==> src/rtl/muldiv_sequencer_if.sv <==
// EX-stage to multiply/divide unit handshake: one-shot start with operands, stall/done/result back.
interface muldiv_sequencer_if #(
  parameter int WIDTH = 32
);
  logic             start_i;
  logic [2:0]       op_i;
  logic [WIDTH-1:0] a_i;
  logic [WIDTH-1:0] b_i;
  logic             flush_i;
  logic             stall_o;
  logic             done_o;
  logic [WIDTH-1:0] result_o;

  modport master (
    output start_i, op_i, a_i, b_i, flush_i,
    input  stall_o, done_o, result_o
  );

  modport slave (
    input  start_i, op_i, a_i, b_i, flush_i,
    output stall_o, done_o, result_o
  );
endinterface

==> src/rtl/muldiv_sequencer.sv <==
// Iterative RV32M mul/div: done_o WIDTH+1 cycles after accept (1 cycle for divide special cases).
// Holds EX via stall_o while busy; MULDIV_FAST_MUL_EN makes MUL* single-cycle with a combinational multiplier.
module muldiv_sequencer #(
  parameter int WIDTH = 32,
  parameter int CNT_W = 6
) (
  input  logic              clk,
  input  logic              rst,
  muldiv_sequencer_if.slave bus
);
  localparam int W2 = 2 * WIDTH;

  typedef enum logic [1:0] {IDLE, RUN, DONE} state_t;

  state_t           state_q, state_d;
  logic [CNT_W-1:0] cnt_q, cnt_d;
  logic [2:0]       op_q, op_d;
  logic             neg_q, neg_d;
  logic             sign_a_q, sign_a_d;
  logic [W2-1:0]    acc_q, acc_d;
  logic [WIDTH-1:0] b_q, b_d;
  logic             done_q, done_d;
  logic [WIDTH-1:0] result_q, result_d;

  logic             a_signed, b_signed, sa, sb;
  logic [WIDTH-1:0] a_mag, b_mag;
  logic             div_zero, div_ovf;
  logic [WIDTH-1:0] special_res;
  logic [WIDTH:0]   mul_sum, div_diff;
  logic [W2-1:0]    iter_acc;

  function automatic logic [WIDTH-1:0] pick_result(input logic [2:0]    op,
                                                   input logic [W2-1:0] acc,
                                                   input logic          neg,
                                                   input logic          sign_a);
    logic [W2-1:0]    prod;
    logic [WIDTH-1:0] quot, rem;
    prod = neg ? -acc : acc;
    quot = neg ? -acc[WIDTH-1:0] : acc[WIDTH-1:0];
    // Remainder follows the dividend's sign, independent of the divisor.
    rem  = sign_a ? -acc[W2-1:WIDTH] : acc[W2-1:WIDTH];
    case (op)
      3'b000:                 pick_result = prod[WIDTH-1:0];
      3'b001, 3'b010, 3'b011: pick_result = prod[W2-1:WIDTH];
      3'b100, 3'b101:         pick_result = quot;
      default:                pick_result = rem;
    endcase
  endfunction

  always_comb begin
    a_signed = 1'b0;
    b_signed = 1'b0;
    case (bus.op_i)
      3'b000, 3'b001, 3'b100, 3'b110: begin
        a_signed = 1'b1;
        b_signed = 1'b1;
      end
      3'b010:  a_signed = 1'b1;
      default: ;
    endcase
  end

  assign sa    = a_signed & bus.a_i[WIDTH-1];
  assign sb    = b_signed & bus.b_i[WIDTH-1];
  assign a_mag = sa ? -bus.a_i : bus.a_i;
  assign b_mag = sb ? -bus.b_i : bus.b_i;

  assign div_zero = bus.op_i[2] & (bus.b_i == '0);
  assign div_ovf  = bus.op_i[2] & ~bus.op_i[0] & (bus.a_i == {1'b1, {(WIDTH-1){1'b0}}})
                  & (bus.b_i == '1);
  always_comb begin
    special_res = '0;
    if (div_zero)
      special_res = bus.op_i[1] ? bus.a_i : '1;
    else
      special_res = bus.op_i[1] ? '0 : bus.a_i;
  end

  // acc holds {partial product, multiplier} or {partial remainder, dividend/quotient}.
  assign mul_sum  = {1'b0, acc_q[W2-1:WIDTH]} + (acc_q[0] ? {1'b0, b_q} : '0);
  assign div_diff = acc_q[W2-1:WIDTH-1] - {1'b0, b_q};
  always_comb begin
    iter_acc = {mul_sum, acc_q[WIDTH-1:1]};
    if (op_q[2]) begin
      if (div_diff[WIDTH])
        iter_acc = {acc_q[W2-2:0], 1'b0};
      else
        iter_acc = {div_diff[WIDTH-1:0], acc_q[WIDTH-2:0], 1'b1};
    end
  end

`ifdef MULDIV_FAST_MUL_EN
  logic [W2-1:0] fast_prod;
  assign fast_prod = {{WIDTH{1'b0}}, a_mag} * {{WIDTH{1'b0}}, b_mag};
`endif

  always_comb begin
    state_d  = state_q;
    cnt_d    = cnt_q;
    op_d     = op_q;
    neg_d    = neg_q;
    sign_a_d = sign_a_q;
    acc_d    = acc_q;
    b_d      = b_q;
    done_d   = 1'b0;
    result_d = result_q;
    case (state_q)
      IDLE: begin
        if (bus.start_i && !bus.flush_i) begin
          op_d     = bus.op_i;
          neg_d    = sa ^ sb;
          sign_a_d = sa;
          b_d      = b_mag;
          acc_d    = {{WIDTH{1'b0}}, a_mag};
          cnt_d    = '0;
          if (div_zero || div_ovf) begin
            result_d = special_res;
            done_d   = 1'b1;
            state_d  = DONE;
          end
`ifdef MULDIV_FAST_MUL_EN
          else if (!bus.op_i[2]) begin
            result_d = pick_result(bus.op_i, fast_prod, sa ^ sb, sa);
            done_d   = 1'b1;
            state_d  = DONE;
          end
`endif
          else begin
            state_d = RUN;
          end
        end
      end
      RUN: begin
        acc_d = iter_acc;
        cnt_d = cnt_q + 1'b1;
        if (bus.flush_i) begin
          state_d = IDLE;
        end else if (cnt_q == CNT_W'(WIDTH - 1)) begin
          result_d = pick_result(op_q, iter_acc, neg_q, sign_a_q);
          done_d   = 1'b1;
          state_d  = DONE;
        end
      end
      default: state_d = IDLE;
    endcase
  end

  always_ff @(posedge clk or posedge rst) begin
    if (rst) begin
      state_q  <= IDLE;
      cnt_q    <= '0;
      op_q     <= '0;
      neg_q    <= 1'b0;
      sign_a_q <= 1'b0;
      acc_q    <= '0;
      b_q      <= '0;
      done_q   <= 1'b0;
      result_q <= '0;
    end else begin
      state_q  <= state_d;
      cnt_q    <= cnt_d;
      op_q     <= op_d;
      neg_q    <= neg_d;
      sign_a_q <= sign_a_d;
      acc_q    <= acc_d;
      b_q      <= b_d;
      done_q   <= done_d;
      result_q <= result_d;
    end
  end

  assign bus.stall_o  = !rst && ((state_q == RUN) ||
                        ((state_q == IDLE) && bus.start_i && !bus.flush_i));
  assign bus.done_o   = done_q;
  assign bus.result_o = result_q;
endmodule

==> src/flat_wrapper.sv <==
// flat-port wrapper written by rule: the top's interface ports become plain ports
module muldiv_sequencer_flat 
#(
  parameter int WIDTH = 32,
  parameter int CNT_W = 6
)
  (clk, rst, bus_start_i, bus_op_i, bus_a_i, bus_b_i, bus_flush_i, bus_stall_o, bus_done_o, bus_result_o);
  muldiv_sequencer_if #(.WIDTH(WIDTH)) bus_i ();
  input  logic clk;
  input  logic rst;
  input wire logic [$bits(bus_i.start_i)-1:0] bus_start_i;
  input wire logic [$bits(bus_i.op_i)-1:0] bus_op_i;
  input wire logic [$bits(bus_i.a_i)-1:0] bus_a_i;
  input wire logic [$bits(bus_i.b_i)-1:0] bus_b_i;
  input wire logic [$bits(bus_i.flush_i)-1:0] bus_flush_i;
  output wire logic [$bits(bus_i.stall_o)-1:0] bus_stall_o;
  output wire logic [$bits(bus_i.done_o)-1:0] bus_done_o;
  output wire logic [$bits(bus_i.result_o)-1:0] bus_result_o;
  assign bus_i.start_i = bus_start_i;
  assign bus_i.op_i = bus_op_i;
  assign bus_i.a_i = bus_a_i;
  assign bus_i.b_i = bus_b_i;
  assign bus_i.flush_i = bus_flush_i;
  assign bus_stall_o = bus_i.stall_o;
  assign bus_done_o = bus_i.done_o;
  assign bus_result_o = bus_i.result_o;
  muldiv_sequencer #(.WIDTH(WIDTH), .CNT_W(CNT_W)) u_core (.clk(clk), .rst(rst), .bus(bus_i));
endmodule
==> config.mk <==
export PLATFORM = sky130hd
export DESIGN_NAME = muldiv_sequencer_flat
export DESIGN_NICKNAME = d
export VERILOG_FILES = /design/src/rtl/muldiv_sequencer_if.sv /design/src/rtl/muldiv_sequencer.sv /design/src/flat_wrapper.sv
export SDC_FILE = /design/constraint.sdc
export NUM_CORES = 1
export LEC_CHECK = 0
export BUFFER_PORTS_ARGS = -buffer_cell sky130_fd_sc_hd__buf_2
export CAP_MARGIN = 20
export CORE_AREA = 4 4 173 175
export CTS_CLUSTER_DIAMETER = 80
export DETAILED_ROUTE_END_ITERATION = 12
export DIE_AREA = 0 0 177 179
export PLACE_DENSITY = 0.86
export RECOVER_POWER = 50
export SLEW_MARGIN = 5
export SYNTH_ARGS = -nofsm -noshare
export SYNTH_HDL_FRONTEND = slang
export SYNTH_SLANG_ARGS = --single-unit
==> constraint.sdc <==
create_clock -name clk -period 4.81 [get_ports clk]
set_input_delay 0.962 -clock clk [delete_from_list [all_inputs] [get_ports clk]]
set_output_delay 0.962 -clock clk [all_outputs]
set_load 0.01 [all_outputs]
==> results of run 1 <==
placed cells by master (no fill, tap or decap), types with 10 or more instances in the layout:
master and instances:
buf_4 316, nand2_1 253, inv_1 69, o21ai_1 27, dfrtp_1 141, nand2b_1 11, xor2_1 77, nand3_1 77
and3_1 14, nand4_1 33, o221ai_1 38, or3_1 16, nor2_2 10, or4_1 10, nor3_1 51, clkbuf_16 17
o21a_1 18, o31ai_1 34, o22ai_1 14, o211ai_1 22, a211oi_1 21, a21oi_1 148, and2_1 45, or2_2 12
ha_1 58, a31oi_1 28, a22oi_1 10, buf_2 92, clkbuf_1 14, xnor2_1 98, a21boi_0 11, mux2i_1 41
o21ai_2 12, nor2_1 154, a21o_1 25, nor4_1 24, o21ai_0 160
state kept, by name, summed over array words and instances (netlist names), 2 cells and up:
register,cells
u_core.state_q,2
u_core.bus.result_o,32
u_core.acc_q,64
u_core.cnt_q,6
u_core.op_q,3
u_core.b_q,32
area by class of cell:
class                      count  area [µm²]  area share
inverter                      74         282      0.0139
timing repair buffer         438        3110       0.154
sequential                   142        3560       0.176
clock buffer                  18         439      0.0218
antenna                        2        5.00    0.000248
multi-input combinational   1783       12200       0.604
tap                          384         480      0.0238
clock inverter                14         126     0.00626
report_power, final:
part	switching (µW)	internal (µW)
clock	675	694
sequential	537	1640
combinational	6890	4940
cells by family after synthesis:
| group | after synthesis |
|---|---|
| AND/OR/NAND/NOR | 769 |
| AO/OA/AOI/OAI | 719 |
| buffers and inverters | 221 |
| XOR/XNOR | 179 |
| flip-flops | 142 |
| adder cells (fa/ha/maj) | 72 |
| multiplexers | 44 |
how the worst max path moves through the flow:
stage                           from                       to  cells after the start
global route         u_core.acc_q[0]  u_core.bus.result_o[31]                     21
floorplan           u_core.acc_q[31]  u_core.bus.result_o[20]                     23
finish               u_core.acc_q[0]  u_core.bus.result_o[31]                     19
detailed placement  u_core.acc_q[31]  u_core.bus.result_o[26]                     24
global placement    u_core.acc_q[31]  u_core.bus.result_o[26]                     24
CTS                    u_core.b_q[0]  u_core.bus.result_o[26]                     24
worst register-to-register path, delay by kind of cell, from the launching register on:
family,cells,cell delay (ns)
DFF,1,0.42
AOI/OAI and AO/OA,8,1.86
and+or+nand+nor,5,1.24
adders and majority gates,1,0.34
xor gates and xnor gates,1,0.12
buffers and inverters,4,0.73
through the flow:
stage / power [µW] / hold slack (ns)
detailed placement: 12800 / 0.473
global route: 16100 / 0.522
CTS: 14300 / 0.491
floorplan: 8350 / 0.446
global placement: 12600 / 0.462
finish: 15400 / 0.498
timing repair:
action                                  4_1_cts  5_1_grt
gates resized for setup                      22      109
endpoints found under the setup margin       13       26
pin swaps                                    14       38
buffers inserted                              5       23
cloned                                        0        1
per-layer routing:
metal	part of all wire	wire, µm	vias to the layer above
li1	-	-	8564
met1	0.41	28600	9310
met2	0.42	30000	1313
met3	0.13	8890	246
met4	0.043	3010	4
met5	0.0012	87	-
==> flow_metrics.py, run 1 <==
metrics = {
    "status": {
        "status": "finished, violations left",
        "violations": "capacitance limit, slew limit",
    },
    "final_layout": {
        "synthToLayoutAreaGrowth_pct": 26.9,
        "nNetsFinal": 2599,
        "fin_util": 0.709,
        "fill_cells": 2322,
        "final_cell_area_um2": 20200,
        "drive_gt1_frac": 0.252,
        "final_cells": 2855,
    },
    "worst_setup_path": {
        "crit_type": "flip-flop to flip-flop",
        "critPathMaxFanout": 5,
        "cp.required_ns": 5.21,
        "crit_buf_inv": 4,
        "end_kind": "flip-flop",
        "max_stage_delay_ns": 0.45,
        "timing.rr.start": "u_core.acc_q[0]",
        "start_kind": "flip-flop",
        "rrSetupSlack_ns": 0.04,
        "crit_family": "compound AO/OA/AOI/OAI gates",
        "reg2reg_to": "u_core.bus.result_o[31]",
        "slowest_stage": "or3_4",
        "cp.arrival_ns": 5.17,
        "crit_chain": "buf_4 -> and2_1 -> ha_1 -> buf_4 -> o211ai_1 -> o21ai_2 -> buf_4 -> o21a_1 -> a21oi_1 -> buf_4 -> o311ai_1 -> xor2_1 -> nand2_1 -> o211a_1 -> nand2_1 -> or3_4 -> or3_1 -> a311oi_2 -> a211o_1",
        "cp_common_cell": "buf_4",
        "rr_worst_depth": 19,
    },
    "floorplanning": {
        "core-area_um2": 28500,
        "start_util": 0.559,
        "dieWidth_um": 177,
        "rows": 62,
        "die_y_um": 179,
        "dieArea_um2": 31700,
        "pin_count": 105,
    },
    "timing": {
        "hold_viol_final": 0,
        "worst_pin_slew_ns": 2.28,
        "max_freq_mhz": 210,
        "slew_headroom": -0.525,
        "layout_min_cycle_time_ns": 4.77,
        "setup-tns-final_ns": 0,
        "timing.final.ws_setup_ns": 0.0416,
        "slew_violations": 167,
        "setup_viol": 0,
        "rsz0062_at_grt": "yes",
        "finClkSkew_ns": 0.0187,
        "finalCritPeriodShare": 0.991,
    },
    "pwr": {
        "worst_ir_drop_vdd_mv": 0.377,
        "p_leak_uw": 0.00868,
        "pwr_density_cell_nw_per_um2": 762,
    },
    "synthesis": {
        "synthCells": 2146,
        "synth_top_family_by_area": "compound AO/OA/AOI/OAI gates",
        "synth_compound_area_frac": 0.302,
        "synth-seq-cells": 142,
        "ys.warnings.count": 0,
        "synth_xor_area_frac": 0.0986,
        "netlist_top_cells_area": "dfrtp_1 (22%), nand2_1 (6.0%), o21ai_0 (5.6%)",
        "yosysMostFrequentCell": "nand2_1",
        "synth_top_cell_area_share": 0.223,
        "synthMuxAreaShare": 0.0279,
        "synth_edf_count": 0,
        "ys_types": 94,
        "yosys.area_share.simple": 0.236,
        "ys_seq_area_frac": 0.223,
        "async_reset_ff_frac": 1.00,
        "syn_avg_cell_area_um2": 7.41,
        "syn_nets": 2289,
        "synth_flop_cell": "dfrtp_1",
        "yosys.area_share.adder": 0.0576,
        "netlist_area_um2": 15900,
        "yosysTopAreaCell": "dfrtp_1",
        "synthTopCellsByCount": "nand2_1 (255), o21ai_0 (179), nor2_1 (163), a21oi_1 (154), dfrtp_1 (142)",
    },
    "cts": {
        "worst_setup_hold_path_clk_slew_ns": 0.08,
        "cts_buffer_depth": 2,
        "ctsHoldBuffers": 0,
        "numCtsBuffers": 17,
        "clock_tree.root_cell": "clkbuf_16",
        "cts_tree": "done",
        "cts.sinks": 142,
        "cts.htree.levels": 4,
        "clkLatencyLatePin_ns": 0.46,
    },
    "min_path": {
        "min_to": "u_core.bus.result_o[3]",
        "worstHoldStart": "u_core.bus.result_o[3]",
        "min_path_cells": 2,
        "hold_class": "flip-flop to flip-flop",
    },
    "global_route": {
        "grt_antenna_before_repair": 4,
        "met2_usage": 0.631,
        "grt-ovfl-total": 0,
        "grt_pass1_wl_mm": 105,
        "grt_max_degree": 88,
        "grt_most_used_layer": "met2",
        "grt_use_met3": 0.123,
        "globalRouteMet1Util": 0.596,
        "grtUsageTotal": 0.427,
        "grt_pass1_vias": 17959,
    },
    "place": {
        "dp_hpwl_mm": 53.7,
        "place_area_um2": 18800,
        "numPortBuffers": 104,
        "post-place-ws_ns": -0.222,
        "placed_cells": 2792,
        "routabilityCongestion": 1.05,
    },
    "drt": {
        "drt-total-wl_mm": 70.6,
        "wl_per_cell_um": 24.7,
        "via_count": 19437,
        "dr.pass1.iters": 8,
        "vias_per_cell": 6.81,
        "antenna_left": 0,
        "drtIter0Drc": 2777,
        "drc": 0,
    },
    "flow_run": {
        "cap_violations": 4,
    },
}
Note: power is estimated with default switching activity, not from simulation.
==> run 2, diff against run 1 <==
Settings changed: CORE_AREA 4 4 173 175 to 4 4 171 173, CTS_BUF_LIST set to sky130_fd_sc_hd__clkbuf_2, DIE_AREA 0 0 177 179 to 0 0 175 177, PLACE_DENSITY 0.86 to 0.87.
==> run 2 against run 1 <==
Against the previous run: die area decreased by 2.2%; first-iteration DRC count decreased by 8.2%; largest power group unchanged; setup slack got worse by 0.14 ns; sequential share of layout area increased by 0.23 points; clock power decreased by 35%; combinational power about the same; largest cell class unchanged; the flow finishes with violations (capacitance limit, slew limit, setup timing).
==> flow_metrics.py, run 2 (synthesized netlist as in run 1, its figures left out) <==
metrics = {
    "floorplanning": {
        "start_util": 0.576,
        "dieWidth_um": 175,
        "core-area_um2": 27600,
        "die_y_um": 177,
        "pin_count": 105,
        "rows": 61,
        "dieArea_um2": 31000,
    },
    "drt": {
        "via_count": 19378,
        "drt-total-wl_mm": 69.6,
        "drc": 0,
        "antenna_left": 0,
        "dr.pass1.iters": 9,
        "drtIter0Drc": 2549,
        "vias_per_cell": 6.77,
        "wl_per_cell_um": 24.3,
    },
    "pwr": {
        "p_leak_uw": 0.00867,
        "pwr_density_cell_nw_per_um2": 754,
        "worst_ir_drop_vdd_mv": 0.349,
    },
    "status": {
        "status": "finished, violations left",
        "violations": "capacitance limit, slew limit, setup timing",
    },
    "cts": {
        "cts.sinks": 142,
        "cts.htree.levels": 4,
        "cts_tree": "done",
        "worst_setup_hold_path_clk_slew_ns": 0.26,
        "clkLatencyLatePin_ns": 0.82,
        "cts_buffer_depth": 2,
        "ctsHoldBuffers": 0,
        "numCtsBuffers": 17,
        "clock_tree.root_cell": "clkbuf_2",
    },
    "final_layout": {
        "fill_cells": 2295,
        "drive_gt1_frac": 0.249,
        "mostFrequentLayoutCells": "buf_4 (327), nand2_1 (252), o21ai_0 (159), nor2_1 (156), a21oi_1 (150)",
        "multi_input_area_um2": 12100,
        "fin_util": 0.721,
        "seq_area_um2": 3560,
        "largest_register_ff_count": 64,
        "nNetsFinal": 2613,
        "synthToLayoutAreaGrowth_pct": 25.3,
        "final_cell_area_um2": 19900,
        "regMostFlops": "u_core.acc_q",
        "final_common_cell": "buf_4",
    },
    "place": {
        "dp_hpwl_mm": 53.9,
        "routabilityCongestion": 1.11,
        "numPortBuffers": 104,
        "place_area_um2": 19000,
    },
    "worst_setup_path": {
        "cp_common_cell": "buf_4",
        "slowest_stage": "or4b_4",
        "end_kind": "flip-flop",
        "critPathMaxFanout": 10,
        "crit_chain": "inv_2 -> ha_4 -> inv_4 -> fa_2 -> a211oi_4 -> nor3_4 -> o2111ai_4 -> buf_6 -> a2111o_1 -> buf_4 -> a311oi_1 -> a211oi_2 -> buf_4 -> ha_4 -> inv_2 -> or4b_4 -> nand4bb_4 -> o31ai_2 -> buf_4 -> xor2_1 -> o221ai_1 -> a21oi_1",
        "crit_type": "flip-flop to flip-flop",
        "crit_buf_inv": 7,
        "max_stage_delay_ns": 0.55,
        "crit_family": "compound AO/OA/AOI/OAI gates",
        "rr_worst_depth": 22,
        "reg2reg_to": "u_core.bus.result_o[28]",
        "rrSetupSlack_ns": -0.10,
        "start_kind": "flip-flop",
        "cp.required_ns": 5.56,
        "cp.arrival_ns": 5.66,
        "timing.rr.start": "u_core.acc_q[31]",
    },
    "global_route": {
        "grt_pass1_vias": 17831,
        "globalRouteMet1Util": 0.610,
        "met2_usage": 0.653,
        "grtUsageTotal": 0.435,
        "grt_most_used_layer": "met2",
        "grt_max_degree": 96,
        "grt-ovfl-total": 0,
        "grt_pass1_wl_mm": 105,
        "grt_antenna_before_repair": 5,
        "grt_use_met3": 0.116,
    },
    "min_path": {
        "worstHoldStart": "bus_flush_i",
        "min_path_cells": 2,
        "hold_class": "primary input to flip-flop",
        "min_to": "u_core.state_q[0]",
    },
    "timing": {
        "hold_slack_ns": 0.373,
        "slew_violations": 128,
        "slew_headroom": -0.421,
        "finClkSkew_ns": 0.0655,
        "max_freq_mhz": 204,
        "timing.final.ws_setup_ns": -0.101,
        "setup_viol": 7,
        "finalCritPeriodShare": 1.02,
        "layout_min_cycle_time_ns": 4.91,
        "worst_pin_slew_ns": 2.13,
        "hold_viol_final": 0,
        "rsz0062_at_grt": "yes",
    },
    "flow_run": {
        "cap_violations": 4,
    },
}
[run 2: cell count changes in the layout (fill, tap and decap cells not counted), moves of 3 or more]
cell / previous run / this run
nor2_2: 10 / 6
ha_2: 4 / 1
buf_2: 92 / 103
buf_4: 316 / 327
bufinv_16: 0 / 4
clkbuf_1: 14 / 5
o21ai_2: 12 / 9
a21oi_2: 7 / 4
clkbuf_16: 17 / 0
ha_4: 8 / 5
clkbuf_2: 0 / 18
ha_1: 58 / 64
[run 2: timing repair]
item | CTS | global route
setup endpoints to repair | 18 | 27
endpoints found under the hold margin | 0 | 0
gates resized for setup | 30 | 82
pin swaps | 24 | 41
gates cloned | 0 | 1
buffers inserted | 6 | 14
[run 2: worst max-delay path by stage]
stage / from / endpoint / slack, ns / depth (start not counted)
finish: u_core.acc_q[31] / u_core.bus.result_o[28] / -0.10 / 22
detailed placement: u_core.b_q[0] / u_core.bus.result_o[30] / -0.21 / 22
global route: u_core.b_q[0] / u_core.bus.result_o[28] / -0.30 / 21
floorplan: u_core.acc_q[31] / u_core.bus.result_o[20] / -0.07 / 23
CTS: u_core.b_q[0] / u_core.bus.result_o[30] / -0.02 / 22
global placement: u_core.acc_q[0] / u_core.bus.result_o[28] / -0.14 / 19
[run 2: area by class of cell]
class,count,area share
Timing Repair Buffer,452,0.162
Tap cell,378,0.0237
Multi-Input combinational cell,1783,0.607
Sequential cell,142,0.179
Inverter,74,0.0143
Antenna cell,4,0.000502
Clock inverter,13,0.00936
Clock buffer,18,0.00452
[run 2: stage by stage]
stage          worst slack [ns]  TNS, ns  std cells  total power (µW)
4_1_cts                 -0.0213  -0.0213       2846             14100
5_1_grt                  -0.299    -3.24       2862             15800
3_5_place_dp             -0.207    -1.84       2809             13100
3_3_place_gp             -0.144   -0.428       2809             12900
6_report                 -0.101   -0.296       2864             15000
2_1_floorplan           -0.0651   -0.176       2146              8350
[run 2: per-layer routing]
metal | share of wire | wire length (µm)
met2 | 0.43 | 29600
met3 | 0.12 | 8400
met4 | 0.040 | 2810
met5 | 0.0016 | 113
met1 | 0.41 | 28700
[run 2: worst register-to-register path: stages (launching register included)]
cell and delay, ns:
dfrtp_1 0.45, inv_2 0.08, ha_4 0.15, inv_4 0.04
fa_2 0.42, a211oi_4 0.32, nor3_4 0.07, o2111ai_4 0.24
buf_6 0.13, a2111o_1 0.19, buf_4 0.21, a311oi_1 0.13
a211oi_2 0.32, buf_4 0.18, ha_4 0.14, inv_2 0.04
or4b_4 0.55, nand4bb_4 0.31, o31ai_2 0.26, buf_4 0.15
xor2_1 0.17, o221ai_1 0.13, a21oi_1 0.21
[run 2: where the power goes]
part,total (µW),switching (µW),internal (µW)
Sequential,2130,491,1640
Combinational,12000,7010,5000
Clock,894,551,343
Total,15000,8050,6980
